<file path="config.mk">
export PLATFORM = sky130hd
export DESIGN_NAME = serial_tx_arbiter
export DESIGN_NICKNAME = d
export VERILOG_FILES = /design/src/rtl/serial_tx_arbiter.sv
export SDC_FILE = /design/constraint.sdc
export NUM_CORES = 1
export LEC_CHECK = 0
export CORE_MARGIN = 8
export CORE_UTILIZATION = 48
export DETAILED_ROUTE_END_ITERATION = 10
export GPL_TIMING_DRIVEN = 0
export HOLD_SLACK_MARGIN = 0.15
export PLACE_DENSITY = 0.91
export SLEW_MARGIN = 40
export SYNTH_ARGS = -nofsm -noshare
export SYNTH_HDL_FRONTEND = slang
export SYNTH_SLANG_ARGS = --single-unit
export TNS_END_PERCENT = 30
</file>
<file path="constraint.sdc">
create_clock -name clk -period 3.8 [get_ports clk]
set_input_delay 0.76 -clock clk [delete_from_list [all_inputs] [get_ports clk]]
set_output_delay 0.76 -clock clk [all_outputs]
set_load 0.01 [all_outputs]
</file>
<file path="src/rtl/serial_tx_arbiter.sv">
// Round-robin arbiter that shares one serial line among N byte requesters.
// Frame on txd: start 0, D7..D0 MSB first, end 0, then GAP idle-high cycles.
module serial_tx_arbiter #(
    parameter int N   = 4,
    parameter int GAP = 1,
    parameter int GW  = $clog2(N)
) (
    input  logic              clk,
    input  logic              rst,
    input  logic [N-1:0]      req,
    input  logic [8*N-1:0]    data,
    output logic [N-1:0]      ack,
    output logic              txd,
    output logic              busy,
    output logic [GW-1:0]     grant_id,
    output logic              frame_done
);

    typedef enum logic [2:0] {
        ST_IDLE  = 3'd0,
        ST_START = 3'd1,
        ST_DATA  = 3'd2,
        ST_END   = 3'd3,
        ST_GAP   = 3'd4
    } state_t;

    state_t          state_r, state_s;
    logic [7:0]      shreg_r, shreg_s;
    logic [2:0]      bit_cnt_r, bit_cnt_s;
    logic [3:0]      gap_cnt_r, gap_cnt_s;
    logic [GW-1:0]   ptr_r, ptr_s;
    logic            txd_r, txd_s;
    logic [N-1:0]    ack_r, ack_s;
    logic            busy_r, busy_s;
    logic [GW-1:0]   grant_r, grant_s;
    logic            frame_done_r, frame_done_s;

    logic            win_found_s;
    logic [GW-1:0]   win_id_s;
    logic [7:0]      win_byte_s;
    logic [GW-1:0]   win_next_ptr_s;
    logic            win_take_s;

    // Index ptr+offs wrapped modulo N (N need not be a power of two).
    function automatic logic [GW-1:0] wrap_idx(input logic [GW-1:0] base, input int offs);
        int s;
        s = int'(base) + offs;
        if (s >= N) begin
            s = s - N;
        end else begin
            s = s;
        end
        return GW'(s);
    endfunction

    // Round-robin winner search starting at ptr, plus the winner's byte.
    always_comb begin
        win_found_s = 1'b0;
        win_id_s    = '0;
        win_byte_s  = 8'h00;
        for (int k = 0; k < N; k++) begin
            if (!win_found_s && req[wrap_idx(ptr_r, k)]) begin
                win_found_s = 1'b1;
                win_id_s    = wrap_idx(ptr_r, k);
            end else begin
                win_found_s = win_found_s;
            end
        end
        for (int i = 0; i < N; i++) begin
            if (GW'(i) == win_id_s) begin
                win_byte_s = data[8*i +: 8];
            end else begin
                win_byte_s = win_byte_s;
            end
        end
        if (win_id_s == GW'(N-1)) begin
            win_next_ptr_s = '0;
        end else begin
            win_next_ptr_s = win_id_s + GW'(1);
        end
    end

    // Next-state and next-output logic; all outputs are registered below.
    always_comb begin
        state_s      = state_r;
        shreg_s      = shreg_r;
        bit_cnt_s    = bit_cnt_r;
        gap_cnt_s    = gap_cnt_r;
        ptr_s        = ptr_r;
        txd_s        = txd_r;
        ack_s        = '0;
        busy_s       = busy_r;
        grant_s      = grant_r;
        frame_done_s = 1'b0;
        win_take_s   = 1'b0;

        case (state_r)
            ST_IDLE: begin
                txd_s  = 1'b1;
                busy_s = 1'b0;
                if (win_found_s) begin
                    win_take_s = 1'b1;
                end else begin
                    win_take_s = 1'b0;
                end
            end
            ST_START: begin
                state_s   = ST_DATA;
                txd_s     = shreg_r[7];
                shreg_s   = {shreg_r[6:0], 1'b0};
                bit_cnt_s = 3'd0;
            end
            ST_DATA: begin
                if (bit_cnt_r == 3'd7) begin
                    state_s      = ST_END;
                    txd_s        = 1'b0;
                    frame_done_s = 1'b1;
                end else begin
                    txd_s     = shreg_r[7];
                    shreg_s   = {shreg_r[6:0], 1'b0};
                    bit_cnt_s = bit_cnt_r + 3'd1;
                end
            end
            ST_END: begin
                state_s   = ST_GAP;
                txd_s     = 1'b1;
                gap_cnt_s = 4'd0;
            end
            ST_GAP: begin
                txd_s = 1'b1;
                if (gap_cnt_r == 4'(GAP-1)) begin
                    if (win_found_s) begin
                        win_take_s = 1'b1;
                    end else begin
                        state_s = ST_IDLE;
                        busy_s  = 1'b0;
                    end
                end else begin
                    gap_cnt_s = gap_cnt_r + 4'd1;
                end
            end
            default: begin
                state_s = ST_IDLE;
                txd_s   = 1'b1;
                busy_s  = 1'b0;
            end
        endcase

        // A win overrides whatever IDLE/GAP decided: launch the start bit now.
        if (win_take_s) begin
            state_s = ST_START;
            txd_s   = 1'b0;
            ack_s   = N'(1) << win_id_s;
            shreg_s = win_byte_s;
            grant_s = win_id_s;
            ptr_s   = win_next_ptr_s;
            busy_s  = 1'b1;
        end else begin
            ack_s = ack_s;
        end
    end

    // State and output registers with synchronous reset.
    always_ff @(posedge clk) begin
        if (rst) begin
            state_r      <= ST_IDLE;
            shreg_r      <= 8'h00;
            bit_cnt_r    <= 3'd0;
            gap_cnt_r    <= 4'd0;
            ptr_r        <= '0;
            txd_r        <= 1'b1;
            ack_r        <= '0;
            busy_r       <= 1'b0;
            grant_r      <= '0;
            frame_done_r <= 1'b0;
        end else begin
            state_r      <= state_s;
            shreg_r      <= shreg_s;
            bit_cnt_r    <= bit_cnt_s;
            gap_cnt_r    <= gap_cnt_s;
            ptr_r        <= ptr_s;
            txd_r        <= txd_s;
            ack_r        <= ack_s;
            busy_r       <= busy_s;
            grant_r      <= grant_s;
            frame_done_r <= frame_done_s;
        end
    end

    assign txd        = txd_r;
    assign ack        = ack_r;
    assign busy       = busy_r;
    assign grant_id   = grant_r;
    assign frame_done = frame_done_r;

endmodule

</file>
Word-level counts from Yosys, hierarchy flattened
Cells that the tools add are included.
- register bits after elaboration: 29
- input bits: 38
- word-level logic and storage cells: 123
- output and inout bits: 9
- eq/ne operators: 20
- shift operators: 1
- $add $sub $neg: 10
- reduce and logical (&&, ||, !) cells: 22
- $lt $le $gt $ge: 8
- multiplexer cells: 48
- bitwise gates (word level): 3
- operators with widths (cell ; number):
    $mux W8 ; 6
    $mux W2 ; 9
    $mux W1 ; 17
    $pmux W8 S2 ; 1
    $pmux W3 S5 ; 1
    $lt A2 B3 Y1 const B ; 4
    $mux W3 ; 4
    $ne A2 B2 Y1 const B ; 6
    $ne A3 B3 Y1 const B ; 4
    $ge A3 B3 Y1 const B ; 3
    $bmux W1 S2 ; 4
    $pmux W4 S2 ; 1
    $reduce_and A4 Y1 ; 2
    $sub A2 B1 Y2 const B ; 4
    $add A2 B2 Y3 const B ; 2
    $eq A3 B2 Y1 const B ; 2
    $eq A3 B3 Y1 const B ; 2
    $pmux W1 S2 ; 3
    $pmux W3 S2 ; 1
    $reduce_and A2 Y1 ; 3
    $reduce_or A2 Y1 ; 3
    $add A4 B1 Y4 const B ; 1
    $eq A2 B2 Y1 const A ; 2
    $logic_not A4 Y1 ; 1
    other kinds (19) ; 26

Longest topological paths before layout
- word-level depth: 20
- gate-level depth with buffers: 12
- mapped depth without buffers: 9

Worst setup path after synthesis
No wires, ideal clock.
- path type: input port to flip-flop
- start point: input req[0]
- end point: register shreg_r[3]
- buffers on the path: 2
- stages on the path: 11
- path slack: 0.942 ns
- arrival time: 2.716 ns
- required time: 3.657 ns
- library setup time: 0.143 ns
- cell sequence: a21oi_1 o21a_1 o22ai_1 inv_1 ha_1 clkbuf_1 or2_2 clkbuf_1 a221o_1 a21oi_1 a211oi_2
- longest elaborated chain between the ends: 18
- elaborated cells on any way between the ends: 37
- classes of those cells: eq/ne: 4; mux: 24; reduce/logical: 9
- ends and longest elaborated chain (what ; RTL line ; source):
    from (decl) ; 10 ; input logic [N-1:0] req,
    $bmux W1 S2 ; 62 ; if (!win_found_s && req[wrap_idx(ptr_r, k)]) begin
    $mux W1 (implied by the code) ; 62 ;
    $mux W1 ; 62 ;
    $logic_not A1 Y1 ; 62 ;
    $logic_and A1 B1 Y1 ; 62 ;
    $mux W1 ; 62 ;
    $logic_not A1 Y1 ; 62 ;
    $logic_and A1 B1 Y1 ; 62 ;
    $mux W1 ; 62 ;
    $logic_not A1 Y1 ; 62 ;
    $logic_and A1 B1 Y1 ; 62 ;
    $mux W2 * ; 62 ;
    via win_id_s[1] ; 39 ; logic [GW-1:0] win_id_s;
    $logic_not A2 Y1 ; 70 ; if (GW'(i) == win_id_s) begin
    $mux W8 (3 in a row) ; 70 ;
    $mux W8 * ; 70 ;
    $mux W8 * ; 150 ; if (win_take_s) begin
    to (signal assigned) ; 178 ; shreg_r <= shreg_s;
    to (decl) ; 28 ; logic [7:0] shreg_r, shreg_s;
Mark *: on every way through the listed nets, which the timed path passes. The rest lies on a longest branch. The select of a mux whose other input is x is not followed.
A chain may end at the register's enable or synchronous reset.

Final worst setup path
Same ends and word-level chain as after synthesis.

==> flow_summary.toml <==
[routing]
ant_nets = 0
vias = 1608
drc_errors = 0
via_per_inst = 5.40
dr.pass1.iters = 4
wire_per_inst_um = 13.7
wl_um = 4080
drt-initial-drc-count = 92

[timing]
hold_violations = 0
finalCriticalPeriod_ns = 3.46
fmax_mhz = 289
tightestPinTransition_ns = 0.674
finalMaxSlewViolations = 0
setup_viol = 0
period_share_pct = 91.0
slew_headroom_pct = 55.1
skew_ns = 0.0101
rsz0062_at_grt = "no"
fin_tns_setup_ns = 0

[yosys]
syn_nets = 242
synth_area_leader_cell = "dfxtp_1"
postSynthCellCount = 196
synth_top_area_share_pct = 33.2
synth-edff-count = 0
synth_cell_types = 43
synthFlopType = "dfxtp_1"
synth.avg_cell_area_um2 = 8.91
synthTopCellsByCount = "29 x dfxtp_1, 17 x nand2_1, 14 x o21ai_0"
post-synth-top-count-cell = "dfxtp_1"
synthArstFlopShare_pct = 0
ys_seq_elements = 29
yosysWarnings = 0
synth_area_leaders = "dfxtp_1 33%, ha_1 5.7%, mux2i_1 5.7%, a211oi_2 5.0%, a221o_1 4.0%"
seq_area_frac_synth_pct = 33.2
netlist_area_mm2 = 0.00175

[global_route]
grt.overflow.total = 0
grt_max_degree = 11
antenna_found_initial = 0
grt_pass1_wl_um = 6810
grt_use_total_pct = 14.0
grt_pass1_vias = 1601

[placement]
place.gp.congestion = 0.836
port_buffers = 46
dp_hpwl_um = 3180

[critical_path]
cp-end-kind = "flip-flop"
crit_buf_inv = 4
crit_end = "shreg_r[3]$_SDFFE_PP0P_"
reg2reg_depth = 12
slowest_delay_ns = 0.56
timing.rr.start = "ptr_r[1]$_SDFFE_PP0P_"
cp-startpoint = "req[0]"
r2r-end = "shreg_r[3]$_SDFFE_PP0P_"
crit_path_top_delay_cell = "clkdlybuf4s50_1"
worst_ep_required_time_ns = 4.00
crit_chain = "clkdlybuf4s50_1 > a21oi_1 > o21a_1 > o22ai_1 > inv_1 > ha_1 > clkbuf_1 > or2_2 > clkbuf_1 > a221o_1 > a21oi_1 > a211oi_2"
r2r_slack_ns = 0.71
worstPathArrival_ns = 3.66
crit_path_start_kind = "input pin"
cp.depth = 12
cp_top_family = "compound AO/OA/AOI/OAI gates"
critical_path_class = "input pin to flip-flop"
path_max_fanout = 9

[cts]
clockBufferDepth = 2
htreeDepth = 2
holdBufCountCts = 0
cts_resized = 0
worstSkewPairLatency_ns = 0.34
clk_pin_slew_ns = 0.09
cts_tree = "built"
postCtsSetupBuffers = 0
cts.sinks = 29
cts_buffers = 5
ctsRootBufferMaster = "clkbuf_4"

[layout]
synthToLayoutAreaGrowth_pct = 35.0
drive_gt1_share_pct = 13.2
post-route-util_pct = 65.9
nets = 295
n_antenna_cell = 0

[die]
initial_core_util_pct = 48.8
fp.dieW_um = 76.3
die_h_um = 76.3
die_area_mm2 = 0.00583
ioPinCount = 47
rows = 22
fp.coreArea_mm2 = 0.00358

[pwr]
vdd_drop_max_mv = 0.351
p_per_area_mw_per_mm2 = 706
p_leak_nw = 0.869

[status]
status = "finished, final reports clean"

[run]
maxCapViolations = 0

[hold_path]
holdCritPathClass = "flip-flop to flip-flop"
[state kept, by name, indices dropped and copies added (netlist names)]
| signal | cells |
|---|---|
| ack | 4 |
| bit_cnt_r | 3 |
| busy | 1 |
| frame_done | 1 |
| gap_cnt_r | 4 |
| grant_id | 2 |
| ptr_r | 2 |
| shreg_r | 8 |
| state_r | 3 |
| txd | 1 |
[final cells by class]
class / instances / area [um^2]
Tap cell: 48 / 60.1
Buffer: 15 / 82.6
Inverter: 7 / 26.3
Sequential cell: 29 / 581
Timing Repair Buffer: 46 / 460
Clock buffer: 7 / 55.1
Multi-Input combinational cell: 145 / 1060
Clock inverter: 1 / 30.0
Fill cell: 299 / 1220
[power breakdown]
group          total [W]  switching (W)  internal (W)  leakage, nW
clock           0.000267       0.000110      0.000157       0.0455
sequential      0.000435      0.0000441      0.000391        0.238
combinational   0.000963       0.000516      0.000447        0.586
[stage by stage]
stage / hold slack (ns) / area (um^2) / cells / worst slack, ns / total power (W)
finish: 0.460 / 2360 / 298 / 0.340 / 0.00166
global route: 0.501 / 2360 / 298 / 0.0822 / 0.00178
CTS: 0.463 / 2350 / 298 / 0.369 / 0.00167
detailed placement: 0.449 / 2270 / 290 / 0.0185 / 0.00140
global placement: 0.445 / 2270 / 290 / 0.0932 / 0.00137
floorplan: 0.449 / 1750 / 196 / 0.942 / 0.00117
[worst min-delay path, delay by kind of cell (launching register included)]
kind	cells	cell delay (ns)
flops	1	0.32
compound gates	1	0.05
simple gates	1	0.05
[cells in the final DEF, fill, tap and decap left out, types with 2 or more instances in the layout]
cell,n
mux2i_1,10
clkdlybuf4s50_1,46
nand4_1,3
nand3_1,6
nor2b_1,11
xor2_1,2
nor2_1,9
inv_1,7
nand3b_1,2
clkbuf_4,5
nand2b_1,4
buf_6,3
ha_1,8
dfxtp_1,29
a21oi_2,6
a221o_1,7
nand2_1,17
clkbuf_1,10
o21a_1,2
a21oi_1,11
and3_1,3
buf_1,2
a211oi_2,7
o21ai_0,14
nor4_2,3
nor3_1,2
[layer usage]
metal	wire length [um]	global-route usage, %	share of wire, %	vias to the layer above
met5	0	0	0	-
met1	1770	14.5	43	734
met4	90	7.88	2.2	0
met3	273	5.66	6.7	8
li1	-	-	-	819
met2	1940	23.5	48	47
[worst min-delay path by stage]
stage                                   start                        end  slack (ns)  depth (start not counted)
global placement     grant_id[1]$_SDFFE_PP0P_   grant_id[1]$_SDFFE_PP0P_        0.44                          2
CTS                  grant_id[1]$_SDFFE_PP0P_   grant_id[1]$_SDFFE_PP0P_        0.46                          2
finish               grant_id[1]$_SDFFE_PP0P_   grant_id[1]$_SDFFE_PP0P_        0.46                          2
detailed placement   grant_id[1]$_SDFFE_PP0P_   grant_id[1]$_SDFFE_PP0P_        0.45                          2
floorplan           bit_cnt_r[1]$_SDFFE_PP0P_  bit_cnt_r[1]$_SDFFE_PP0P_        0.45                          2
global route        bit_cnt_r[1]$_SDFFE_PP0P_  bit_cnt_r[1]$_SDFFE_PP0P_        0.50                          2
[cells by family after synthesis]
logic type | share of synthesized area [%]
flops | 33.2
fa+ha+maj | 5.73
xor+xnor | 1.50
simple gates | 20.9
buf+inv | 6.23
compound gates | 26.6
mux | 5.73
(Power assumes the default switching activity.)
